--- src/rtl/sysx_pkg.sv ---
// Shared definitions for the sysX v2 master: FSM states, register map and field positions.
// Word fields are numbered big-endian like the core: field bit i lives at vector bit 31-i.
package sysx_pkg;

    typedef enum logic [2:0] {
        PIPE_IDLE      = 3'd0,
        PIPE_BEGIN     = 3'd1,
        PIPE_HIGH_HIGH = 3'd2,
        PIPE_HIGH      = 3'd3,
        PIPE_LOW       = 3'd4,
        PIPE_LOW_LOW   = 3'd5,
        PIPE_END       = 3'd6
    } state_t;

    localparam logic [2:0] ADDR_CONFIG  = 3'd0;
    localparam logic [2:0] ADDR_STATUS  = 3'd1;
    localparam logic [2:0] ADDR_TXDATA  = 3'd2;
    localparam logic [2:0] ADDR_RXDATA  = 3'd3;
    localparam logic [2:0] ADDR_TXCOUNT = 3'd4;
    localparam logic [2:0] ADDR_RXCOUNT = 3'd5;
    localparam logic [2:0] ADDR_IRQMASK = 3'd6;
    localparam logic [2:0] ADDR_IRQPEND = 3'd7;

    localparam int STAT_BUSY     = 0;
    localparam int STAT_TX_FULL  = 1;
    localparam int STAT_TX_EMPTY = 2;
    localparam int STAT_RX_FULL  = 3;
    localparam int STAT_RX_EMPTY = 4;
    localparam int STAT_TX_OVF   = 5;
    localparam int STAT_RX_UDF   = 6;

    localparam int CFG_ENABLE = 0;
    localparam int CFG_IRQ_EN = 1;
    localparam int CFG_CHAN   = 2;
    localparam int CFG_DIV    = 8;

    localparam logic [31:0] FILL_WORD = 32'h0BAD_C0DE;

    function automatic int be_bit(input int i);
        return 31 - i;
    endfunction

endpackage

--- src/rtl/sysx_fifo.sv ---
// Synchronous first-word-fall-through FIFO; a push into a full FIFO is accepted only alongside a pop.
module sysx_fifo #(
    parameter int WIDTH = 32,
    parameter int DEPTH = 8
) (
    input  logic                     clk,
    input  logic                     rst_n,
    input  logic                     push,
    input  logic                     pop,
    input  logic [WIDTH-1:0]         din,
    output logic [WIDTH-1:0]         dout,
    output logic                     full,
    output logic                     empty,
    output logic [$clog2(DEPTH):0]   count
);
    localparam int AW = $clog2(DEPTH);

    logic [WIDTH-1:0] mem [DEPTH];
    logic [AW-1:0]    wr_ptr, rd_ptr;
    logic             do_push, do_pop;

    assign do_pop  = pop && !empty;
    assign do_push = push && (!full || do_pop);
    assign full    = (count == (AW+1)'(DEPTH));
    assign empty   = (count == '0);
    assign dout    = mem[rd_ptr];

    // NOTE: sequential state uses non-blocking assignments so every flop samples pre-edge values.
    always_ff @(posedge clk) begin
        if (!rst_n) begin
            wr_ptr <= '0;
            rd_ptr <= '0;
            count  <= '0;
        end else begin
            if (do_push) wr_ptr <= wr_ptr + 1'b1;
            if (do_pop)  rd_ptr <= rd_ptr + 1'b1;
            count <= count + (AW+1)'(do_push) - (AW+1)'(do_pop);
        end
    end

    // NOTE: storage is not reset; the pointers and count alone define what is valid.
    always_ff @(posedge clk) begin
        if (do_push) mem[wr_ptr] <= din;
    end

endmodule

--- src/rtl/sysx_master_v2.sv ---
// sysX v2 master: memory-mapped register file, TX/RX word FIFOs and the byte-serial bus engine.
// Per-channel vectors (select, interrupt) count channel 0 from the MSB, like the core's words.
module sysx_master_v2
    import sysx_pkg::*;
#(
    parameter int CHANNELS   = 4,
    parameter int FIFO_DEPTH = 8,
    parameter int DIV_WIDTH  = 8
) (
    input  logic                iClock,
    input  logic                iReset,
    input  logic [2:0]          iAddress,
    input  logic [31:0]         iData,
    output logic [31:0]         oData,
    input  logic                iWrite,
    input  logic                iRead,
    output logic                oInterrupt,
    input  logic [7:0]          iBusMISO,
    output logic [7:0]          oBusMOSI,
    output logic                oBusClock,
    output logic [CHANNELS-1:0] oBusSelect,
    input  logic [CHANNELS-1:0] iBusInterrupt
);
    localparam int CW = $clog2(FIFO_DEPTH) + 1;
    localparam logic [CHANNELS-1:0] SEL_MSB = CHANNELS'(1) << (CHANNELS - 1);

    logic                 cfg_enable, cfg_irq_en;
    logic [2:0]           cfg_channel;
    logic [DIV_WIDTH-1:0] cfg_div;
    logic [CHANNELS-1:0]  irq_mask, irq_pend;
    logic                 tx_ovf, rx_udf;

    logic          tx_push, tx_pop, tx_full, tx_empty;
    logic          rx_push, rx_pop, rx_full, rx_empty;
    logic [31:0]   tx_dout, rx_dout;
    logic [CW-1:0] tx_count, rx_count;

    state_t               state, state_next;
    logic                 start, half, byte_phase, busy, chan_valid, phase_end;
    logic [1:0]           lane;
    logic [2:0]           chan_q;
    logic [DIV_WIDTH-1:0] div_q, cnt;
    logic [31:0]          tx_sh, rx_sh, rd_data;

    sysx_fifo #(.WIDTH(32), .DEPTH(FIFO_DEPTH)) u_tx_fifo (
        .clk(iClock), .rst_n(iReset), .push(tx_push), .pop(tx_pop), .din(iData),
        .dout(tx_dout), .full(tx_full), .empty(tx_empty), .count(tx_count)
    );

    sysx_fifo #(.WIDTH(32), .DEPTH(FIFO_DEPTH)) u_rx_fifo (
        .clk(iClock), .rst_n(iReset), .push(rx_push), .pop(rx_pop), .din(rx_sh),
        .dout(rx_dout), .full(rx_full), .empty(rx_empty), .count(rx_count)
    );

    assign tx_push    = iWrite && (iAddress == ADDR_TXDATA);
    assign rx_pop     = iRead && (iAddress == ADDR_RXDATA);
    assign busy       = (state != PIPE_IDLE);
    assign chan_valid = (int'(cfg_channel) < CHANNELS);
    assign phase_end  = half && (cnt == div_q);

    always_comb begin
        for (int c = 0; c < CHANNELS; c++) irq_pend[c] = iBusInterrupt[CHANNELS-1-c] & irq_mask[c];
    end

    // NOTE: every always_comb output gets a default first so no path can infer a latch.
    always_comb begin
        state_next = state;
        start      = 1'b0;
        rx_push    = 1'b0;
        case (state)
            PIPE_IDLE: if (cfg_enable && !tx_empty && !rx_full && chan_valid) begin
                state_next = PIPE_BEGIN;
                start      = 1'b1;
            end
            PIPE_BEGIN:     if (phase_end) state_next = PIPE_HIGH_HIGH;
            PIPE_HIGH_HIGH: if (phase_end) state_next = PIPE_HIGH;
            PIPE_HIGH:      if (phase_end) state_next = PIPE_LOW;
            PIPE_LOW:       if (phase_end) state_next = PIPE_LOW_LOW;
            PIPE_LOW_LOW:   if (phase_end) state_next = PIPE_END;
            PIPE_END: if (phase_end) begin
                state_next = PIPE_IDLE;
                rx_push    = 1'b1;
            end
            default: state_next = PIPE_IDLE;
        endcase
    end
    assign tx_pop = start;

    always_comb begin
        byte_phase = 1'b1;
        lane       = 2'd0;
        case (state)
            PIPE_HIGH_HIGH: lane = 2'd0;
            PIPE_HIGH:      lane = 2'd1;
            PIPE_LOW:       lane = 2'd2;
            PIPE_LOW_LOW:   lane = 2'd3;
            default:        byte_phase = 1'b0;
        endcase
    end

    assign oBusClock  = byte_phase & half;
    assign oBusMOSI   = byte_phase ? tx_sh[{~lane, 3'b000} +: 8] : 8'h00;
    assign oBusSelect = busy ? ~(SEL_MSB >> chan_q) : '1;

    // Each state spends DIV+1 cycles with half=0, then DIV+1 with half=1.
    always_ff @(posedge iClock) begin
        if (!iReset) begin
            state  <= PIPE_IDLE;
            half   <= 1'b0;
            cnt    <= '0;
            div_q  <= '0;
            chan_q <= '0;
            tx_sh  <= '0;
            rx_sh  <= '0;
        end else begin
            state <= state_next;
            if (start) begin
                half   <= 1'b0;
                cnt    <= '0;
                div_q  <= cfg_div;
                chan_q <= cfg_channel;
                tx_sh  <= tx_dout;
            end else if (busy) begin
                if (cnt == div_q) begin
                    cnt  <= '0;
                    half <= ~half;
                end else begin
                    cnt <= cnt + 1'b1;
                end
            end
            if (byte_phase && half && (cnt == '0)) rx_sh[{~lane, 3'b000} +: 8] <= iBusMISO;
        end
    end

    always_comb begin
        rd_data = FILL_WORD;
        case (iAddress)
            ADDR_CONFIG: begin
                rd_data = '0;
                rd_data[be_bit(CFG_ENABLE)]           = cfg_enable;
                rd_data[be_bit(CFG_IRQ_EN)]           = cfg_irq_en;
                rd_data[be_bit(CFG_CHAN) -: 3]        = cfg_channel;
                rd_data[be_bit(CFG_DIV) -: DIV_WIDTH] = cfg_div;
            end
            ADDR_STATUS: begin
                rd_data = '0;
                rd_data[be_bit(STAT_BUSY)]     = busy;
                rd_data[be_bit(STAT_TX_FULL)]  = tx_full;
                rd_data[be_bit(STAT_TX_EMPTY)] = tx_empty;
                rd_data[be_bit(STAT_RX_FULL)]  = rx_full;
                rd_data[be_bit(STAT_RX_EMPTY)] = rx_empty;
                rd_data[be_bit(STAT_TX_OVF)]   = tx_ovf;
                rd_data[be_bit(STAT_RX_UDF)]   = rx_udf;
            end
            ADDR_RXDATA:  rd_data = rx_empty ? FILL_WORD : rx_dout;
            ADDR_TXCOUNT: rd_data = 32'(tx_count);
            ADDR_RXCOUNT: rd_data = 32'(rx_count);
            ADDR_IRQMASK: begin
                rd_data = '0;
                for (int c = 0; c < CHANNELS; c++) rd_data[be_bit(c)] = irq_mask[c];
            end
            ADDR_IRQPEND: begin
                rd_data = '0;
                for (int c = 0; c < CHANNELS; c++) rd_data[be_bit(c)] = irq_pend[c];
            end
            default: rd_data = FILL_WORD;
        endcase
    end

    always_ff @(posedge iClock) begin
        if (!iReset) begin
            cfg_enable  <= 1'b0;
            cfg_irq_en  <= 1'b0;
            cfg_channel <= '0;
            cfg_div     <= '0;
            irq_mask    <= '0;
            tx_ovf      <= 1'b0;
            rx_udf      <= 1'b0;
            oData       <= '0;
            oInterrupt  <= 1'b0;
        end else begin
            if (iWrite) begin
                case (iAddress)
                    ADDR_CONFIG: begin
                        cfg_enable  <= iData[be_bit(CFG_ENABLE)];
                        cfg_irq_en  <= iData[be_bit(CFG_IRQ_EN)];
                        cfg_channel <= iData[be_bit(CFG_CHAN) -: 3];
                        cfg_div     <= iData[be_bit(CFG_DIV) -: DIV_WIDTH];
                    end
                    ADDR_STATUS: begin
                        if (iData[be_bit(STAT_TX_OVF)]) tx_ovf <= 1'b0;
                        if (iData[be_bit(STAT_RX_UDF)]) rx_udf <= 1'b0;
                    end
                    ADDR_IRQMASK: for (int c = 0; c < CHANNELS; c++) irq_mask[c] <= iData[be_bit(c)];
                    default: ;
                endcase
            end
            if (tx_push && tx_full && !tx_pop) tx_ovf <= 1'b1;
            if (iRead) begin
                oData <= rd_data;
                if (rx_pop && rx_empty) rx_udf <= 1'b1;
            end
            oInterrupt <= cfg_irq_en && (!rx_empty || (tx_empty && !busy) || (|irq_pend));
        end
    end

endmodule

--- config.mk ---
export PLATFORM = sky130hd
export DESIGN_NAME = sysx_master_v2
export DESIGN_NICKNAME = d
export VERILOG_FILES = /design/src/rtl/sysx_pkg.sv /design/src/rtl/sysx_fifo.sv /design/src/rtl/sysx_master_v2.sv
export SDC_FILE = /design/constraint.sdc
export NUM_CORES = 1
export LEC_CHECK = 0
export ABC_AREA = 1
export CORE_MARGIN = 1
export CORE_UTILIZATION = 25
export CTS_BUF_LIST = sky130_fd_sc_hd__clkbuf_4 sky130_fd_sc_hd__clkbuf_8
export DETAILED_ROUTE_END_ITERATION = 8
export GPL_TIMING_DRIVEN = 0
export PLACE_DENSITY = 0.48
export SYNTH_ARGS = -nofsm -noshare
export SYNTH_HDL_FRONTEND = slang
export SYNTH_HIERARCHICAL = 1
export SYNTH_SLANG_ARGS = --single-unit
--- constraint.sdc ---
create_clock -name iClock -period 5.05 [get_ports iClock]
set_clock_uncertainty 0.2 [all_clocks]
set_input_delay 1.515 -clock iClock [delete_from_list [all_inputs] [get_ports iClock]]
set_output_delay 1.515 -clock iClock [all_outputs]
set_load 0.005 [all_outputs]
## Word level (Yosys, flattened, before mapping)

Memories as Yosys holds them, arrays and structs flattened. A register that Yosys moved wholly into a read port is not among the register bits.
Cells that the tools add are included.

- Memories: 2
- RAM bits: 512
- Output and inout port bits: 46
- Bits of input ports: 51
- Register bits after elaboration: 127

Memories:

| name | depth | width | read ports | clocked after Yosys merged registers in | wr ports | line | source |
|---|---|---|---|---|---|---|---|
| u_rx_fifo.mem | 8 | 32 | 1 | 1 | 1 | sysx_fifo.sv:18 | `logic [WIDTH-1:0] mem [DEPTH];` |
| u_tx_fifo.mem | 8 | 32 | 1 | 1 | 1 | sysx_fifo.sv:18 |  |

- Add/sub/neg operators: 10
- Shift-type cells: 4
- Bitwise logic cells: 9
- $lt $le $gt $ge: 1
- Equal/unequal tests: 23
- Reduce and logical (&&, ||, !) cells: 45
- Mux-type cells: 35

Operators by type and width:

| operator | number |
|---|---|
| 32-bit case mux with 7 select lines | 1 |
| 32-bit bitwise mux | 1 |
| 32-bit 2-to-1 mux | 1 |
| 8-bit by 7-bit variable shift with 32-bit output, first input constant | 1 |
| 32-bit by 6-bit variable part select with 8-bit output | 1 |
| 8-bit by 7-bit variable part select with 32-bit output | 1 |
| 3-bit 2-to-1 mux | 9 |
| 3-bit equality test, second input constant | 7 |
| 3-bit case mux with 7 select lines | 1 |
| 1-bit 2-to-1 mux | 18 |
| 1-bit logical AND | 17 |
| 8-bit 2-to-1 mux | 2 |
| 2-bit inequality test, second input constant | 7 |
| 3-bit by 1-bit adder with 3-bit output, second input constant | 4 |
| 3-bit by 2-bit equality test with 1-bit output, second input constant | 4 |
| 4-bit by 1-bit adder with 4-bit output | 2 |
| 8-bit by 1-bit adder with 8-bit output, second input constant | 1 |
| 4-bit equality test, second input constant | 2 |
| 8-bit equality test | 1 |
| 4-bit zero test | 2 |
| 8-bit zero test | 1 |
| 4-bit OR reduction | 2 |
| 4-bit by 1-bit subtractor with 4-bit output | 2 |
| 1-bit zero test | 7 |
| 18 further kinds | 32 |

## Longest topological paths before layout

- Depth in word-level cells: 12
- Depth in mapped cells: 20
- Mapped depth without buffers: 18

## Modules after synthesis

Netlist, hierarchy kept.

By module, submodules not included:

| module | area each (µm²) | instances | cells an instance |
|---|---|---|---|
| sysx_fifo | 10710.3 | 2 | 879 |
| sysx_master_v2 | 6133.4 | 1 | 834 |

## Worst setup path after synthesis

No wires, ideal clock.

- Path kind: in2reg
- From: input iAddress[1]
- To: memory u_rx_fifo.mem[6][0], enable pin
- Arrival time: 4757 ps
- Buffers on the path: 1
- Setup slack: -369 ps
- Setup time: 461 ps
- Cell stages on the path: 7
- Data required time: 4389 ps
- Path through: buf_2 nand3_1 nor2_1 nand2_2 nand2_2 nand2_1 nor3_1

- Cells in the longest elaborated chain, start to end: 7

RTL lines:

| element | line | source |
|---|---|---|
| start, declared | sysx_master_v2.sv:12 | `input logic [2:0] iAddress,` |
| 3-bit by 2-bit equality test with 1-bit output | sysx_master_v2.sv:56 | `assign rx_pop = iRead && (iAddress == ADDR_RXDATA);` |
| 1-bit logical AND | sysx_master_v2.sv:56 |  |
| via rx_pop | sysx_master_v2.sv:34 | `logic rx_push, rx_pop, rx_full, rx_empty;` |
| 1-bit logical AND | sysx_fifo.sv:22 | `assign do_pop = pop && !empty;` |
| 1-bit logical OR | sysx_fifo.sv:23 | `assign do_push = push && (!full \|\| do_pop);` |
| 1-bit logical AND | sysx_fifo.sv:23 |  |
| 1-bit 2-to-1 mux | sysx_fifo.sv:43 | `if (do_push) mem[wr_ptr] <= din;` |
| 1-bit 2-to-1 mux (implied by the code) | sysx_fifo.sv:43 |  |
| end, declared | sysx_fifo.sv:18 |  |

The timed path passes the listed nets, and every way through them passes these cells.

## Worst setup path in the final report

- From: register state[1]
- To: output oBusMOSI[4]

- Cells in the longest elaborated chain, start to end: 5
- Elaborated cells on any way between the ends: 10
- Classes of those cells: eq/ne (4); shift (1); mux (3); bitwise (1); reduce/logical (1)

RTL lines:

| element | line | source |
|---|---|---|
| start, declared | sysx_master_v2.sv:38 | `state_t state, state_next;` |
| start signal, assigned | sysx_master_v2.sv:116 | `state <= state_next;` |
| 3-bit equality test or 3-bit by 2-bit equality test with 1-bit output (tied branches) | sysx_master_v2.sv:92 | `case (state)` |
| 2-bit case mux with 3 select lines | sysx_master_v2.sv:92 |  |
| 2-bit inverter | sysx_master_v2.sv:102 | `assign oBusMOSI = byte_phase ? tx_sh[{~lane, 3'b000} +: 8] : 8'h00;` |
| 32-bit by 6-bit variable part select with 8-bit output | sysx_master_v2.sv:102 |  |
| 8-bit 2-to-1 mux (*) | sysx_master_v2.sv:102 |  |
| end, declared | sysx_master_v2.sv:19 | `output logic [7:0] oBusMOSI,` |

Every way passes the cells marked *; elsewhere a longest branch is shown, timed or not.

==> impl_metrics.ini <==
[sta]
fin_crit_sh_pct = 95.9
slew_headroom_pct = 33.1
hold_viol = 0
period_needed_ps = 4840
worst_slew_pin_slew_ps = 1000
finalSetupViolCount = 0
max_freq_mhz = 207
rsz0062_at_grt = false
drv_slew = 0

[pwr]
switchingPower_uw = 2590
vdd_drop_max_mv = 0.194
power_frac_seq_pct = 52.3
power_density_nw_per_um2 = 345
power_leakage_uw = 0.0119
p_int_uw = 8910
power_uw = 11500
power_frac_comb_pct = 3.5
clkPwrFrac_pct = 44.3
swShare_pct = 22.5

[yosys]
syn-cell-area_um2 = 27600
avgSynthCellArea_um2 = 10.6
async_reset_ff_share_pct = 0
ys_seq_area_share_pct = 67.8
synthAdderAreaFrac_pct = 1.01
synth_top_family_by_area = simple AND/OR/NAND/NOR gates
synth.distinct_cells = 47
yosys.area.top_type = edfxtp_1
synth_compound_area_share_pct = 12.4
synthMuxAreaShare_pct = 0
synthFlopType = edfxtp_1
synth_xor_area_share_pct = 0.254
netlist.area_leader.share_pct = 55.8
synth.area.top_cells = edfxtp_1 56%, dfxtp_1 12%, nor2_1 7.1%
synth-simple-area-share_pct = 14.3
ys_ff_latch = 677
syn-instance-count = 2592
synth_fp_nets = 2664
yosysWarnings = 6
synth-edff-count = 512

[setup_path]
crit_fanout = 10
crit_type = flip-flop to primary output
critPathArrivalTime_ps = 3130
r2r_slack_ps = 1060
crit_slowest_cell = clkdlybuf4s50_1
critPathTopFamily = buffers and inverters
endpoint_kind = primary output
cp.required_ps = 3340
crit_chain = buf_4 -> inv_1 -> nand2_2 -> nor2_4 -> inv_2 -> nand2_2 -> inv_2 -> buf_6 -> nor2_1 -> nor2_1 -> o21ai_0 -> a21oi_1 -> clkdlybuf4s50_1
start_kind = flip-flop
cpPeakStageDelay_ps = 570
critPathBufInv = 6

[grt]
grt_usage_pct = 15.0
grt_pass1_wl_um = 124000
grt_overflow = 0
use_met1_pct = 20.8
grt_pass1_vias = 19053
grt_max_degree = 21
grt-busiest-layer = met2
antenna_found_initial = 7
use_met3_pct = 2.63
gr-usage-met2_pct = 23.9

[outcome]
outcome = completed

[finish]
multiInputGateArea_um2 = 7840
register_area_um2 = 18700
fillCellCount = 11362
layout-drive-gt1-share_pct = 12.0
final_util_pct = 30.6
final_nets = 2908
area_delta_synth_final_pct = 21.1

[clocking]
cts_buffer_depth = 3
htreeDepth = 3
root_buffer = clkbuf_8
cts_tree = built
cts_buffers = 116
clk_pin_slew_worst_paths_ps = 60
cts_sinks = 677
insertion_delay_ps = 770

[floorplan]
die_w_um = 334
die-area_um2 = 112000
core.rowCount = 121
die_h_um = 334
core_um2 = 109000
start_util_pct = 25.3
pin_count = 97

[place]
port_buffers = 95
dpl.hpwl_um = 59600
globalplace.congestion = 0.807

[worst_hold_path]
hold_class = flip-flop to flip-flop

[drt]
drtIter0Drc = 1439
drcViolationCount = 0
antenna_left = 0
wl_per_cell_um = 19.4
drt-total-wl_um = 84500
viasPerCell = 4.52
vias = 19663
drt_pass1_iterations = 5

[run]
maxCapViolCount = 0
==> flip-flops by register name, indices dropped and copies added, names as in the netlist, 4 cells and up, named ones only <==
register,cells
u_rx_fifo/count,4
rx_sh,32
u_tx_fifo/count,4
cfg_div,8
oData,32
cnt,8
irq_mask,4
u_tx_fifo/mem,256
u_rx_fifo/mem,256
tx_sh,32
div_q,8
==> cells by family after synthesis <==
group,after synthesis
XOR/XNOR,8
AO/OA/AOI/OAI,664
adder cells (fa/ha/maj),21
buffers and inverters,245
flip-flops,677
AND/OR/NAND/NOR,977
==> routing by layer <==
metal | part of all wire [%] | wire [µm] | vias to the layer above
li1 | - | - | 9518
met1 | 47 | 39700 | 9523
met2 | 46 | 38700 | 501
met3 | 5.5 | 4610 | 115
met4 | 1.8 | 1500 | 6
met5 | 0.037 | 31 | -
==> Yosys cell counts, types with 2 or more instances <==
master	n
buf_4	13
inv_2	7
fa_1	2
nor2_4	5
nand3_1	44
o21ai_0	387
buf_6	15
xnor2_1	5
o211ai_1	3
a21oi_1	111
dfxtp_1	165
buf_2	33
a31oi_1	10
nand2_4	2
a41oi_1	2
inv_1	88
nor3b_1	2
nor3_1	10
a22oi_1	2
clkbuf_1	70
nand2_1	355
nand4_1	24
clkbuf_2	8
nor2_1	521
o21bai_1	8
nand2_2	6
ha_1	19
buf_8	4
buf_1	4
o21ai_1	132
nand3_2	2
edfxtp_1	512
xor2_1	3
o2111ai_1	3
clkinv_1	2
nor3b_2	2
==> path summary, 6_finish.rpt <==
kind                                          from  cells after the start                    to
worst max-delay path                      state[1]                     13           oBusMOSI[4]
worst min-delay path                     chan_q[2]                      2             chan_q[2]
worst max register to register  u_tx_fifo/count[2]                     15  u_tx_fifo/mem[6][13]
worst min register to register           chan_q[2]                      2             chan_q[2]
==> tightest hold or removal path: stages (launching register included) <==
cell	delay [ps]
dfxtp_1	330
nand2_1	70
nor2_1	30
==> through the flow <==
| step | TNS, ps | setup WS (ps) | cells | hold WS (ps) | instance area [µm²] |
|---|---|---|---|---|---|
| after CTS | 0 | 44.2 | 4352 | 263 | 33300 |
| final | 0 | 208 | 4354 | 266 | 33400 |
| after detailed placement | -57580 | -499 | 4131 | 253 | 30900 |
| after global placement | -1198520 | -4540 | 4101 | 247 | 30300 |
| after global routing | 0 | 21.3 | 4354 | 289 | 33400 |
| after floorplan | -47180 | -369 | 2592 | 233 | 27600 |
==> placed cells by master, fill, tap and decap left out, drive strengths merged, types with 2 or more instances in the layout <==
| cell type | netlist | final |
|---|---|---|
| a21oi | 112 | 112 |
| a22oi | 2 | 2 |
| a31oi | 10 | 10 |
| a41oi | 2 | 2 |
| buf | 69 | 100 |
| bufinv | 0 | 2 |
| clkbuf | 78 | 254 |
| clkdlybuf4s50 | 0 | 95 |
| clkinv | 2 | 38 |
| clkinvlp | 0 | 2 |
| dfxtp | 165 | 165 |
| diode | 0 | 2 |
| edfxtp | 512 | 512 |
| fa | 2 | 2 |
| ha | 19 | 19 |
| inv | 96 | 100 |
| nand2 | 363 | 363 |
| nand3 | 46 | 46 |
| nand4 | 24 | 24 |
| nor2 | 528 | 528 |
| nor3 | 11 | 11 |
| nor3b | 4 | 4 |
| o2111ai | 3 | 3 |
| o211ai | 3 | 3 |
| o21ai | 519 | 519 |
| o21bai | 8 | 8 |
| xnor2 | 5 | 5 |
| xor2 | 3 | 3 |
==> timing repair <==
item	in CTS	in global routing
buffers inserted	1	0
gates resized for setup	3	2
hold buffers	0	0
pin swaps	1	0
setup endpoints to repair	6	2
==> power groups by stage <==
stage | Combinational (µW) | Sequential (µW) | Clock [µW]
2_1_floorplan | 183 | 6120 | 0
3_3_place_gp | 397 | 6130 | 0
3_5_place_dp | 400 | 6130 | 0
4_1_cts | 402 | 6010 | 5230
5_1_grt | 438 | 6010 | 5460
6_report | 397 | 6010 | 5090
==> cell type report <==
class | instances | share of cell area (%)
antenna | 2 | 0.0150
buffer | 147 | 2.43
clock buffer | 176 | 6.38
clock inverter | 44 | 0.833
inverter | 98 | 1.11
multi-input combinational | 1670 | 23.5
sequential | 677 | 56.0
tap | 1414 | 5.30
timing repair buffer | 126 | 4.44
Power figures use the tool's default switching activity.
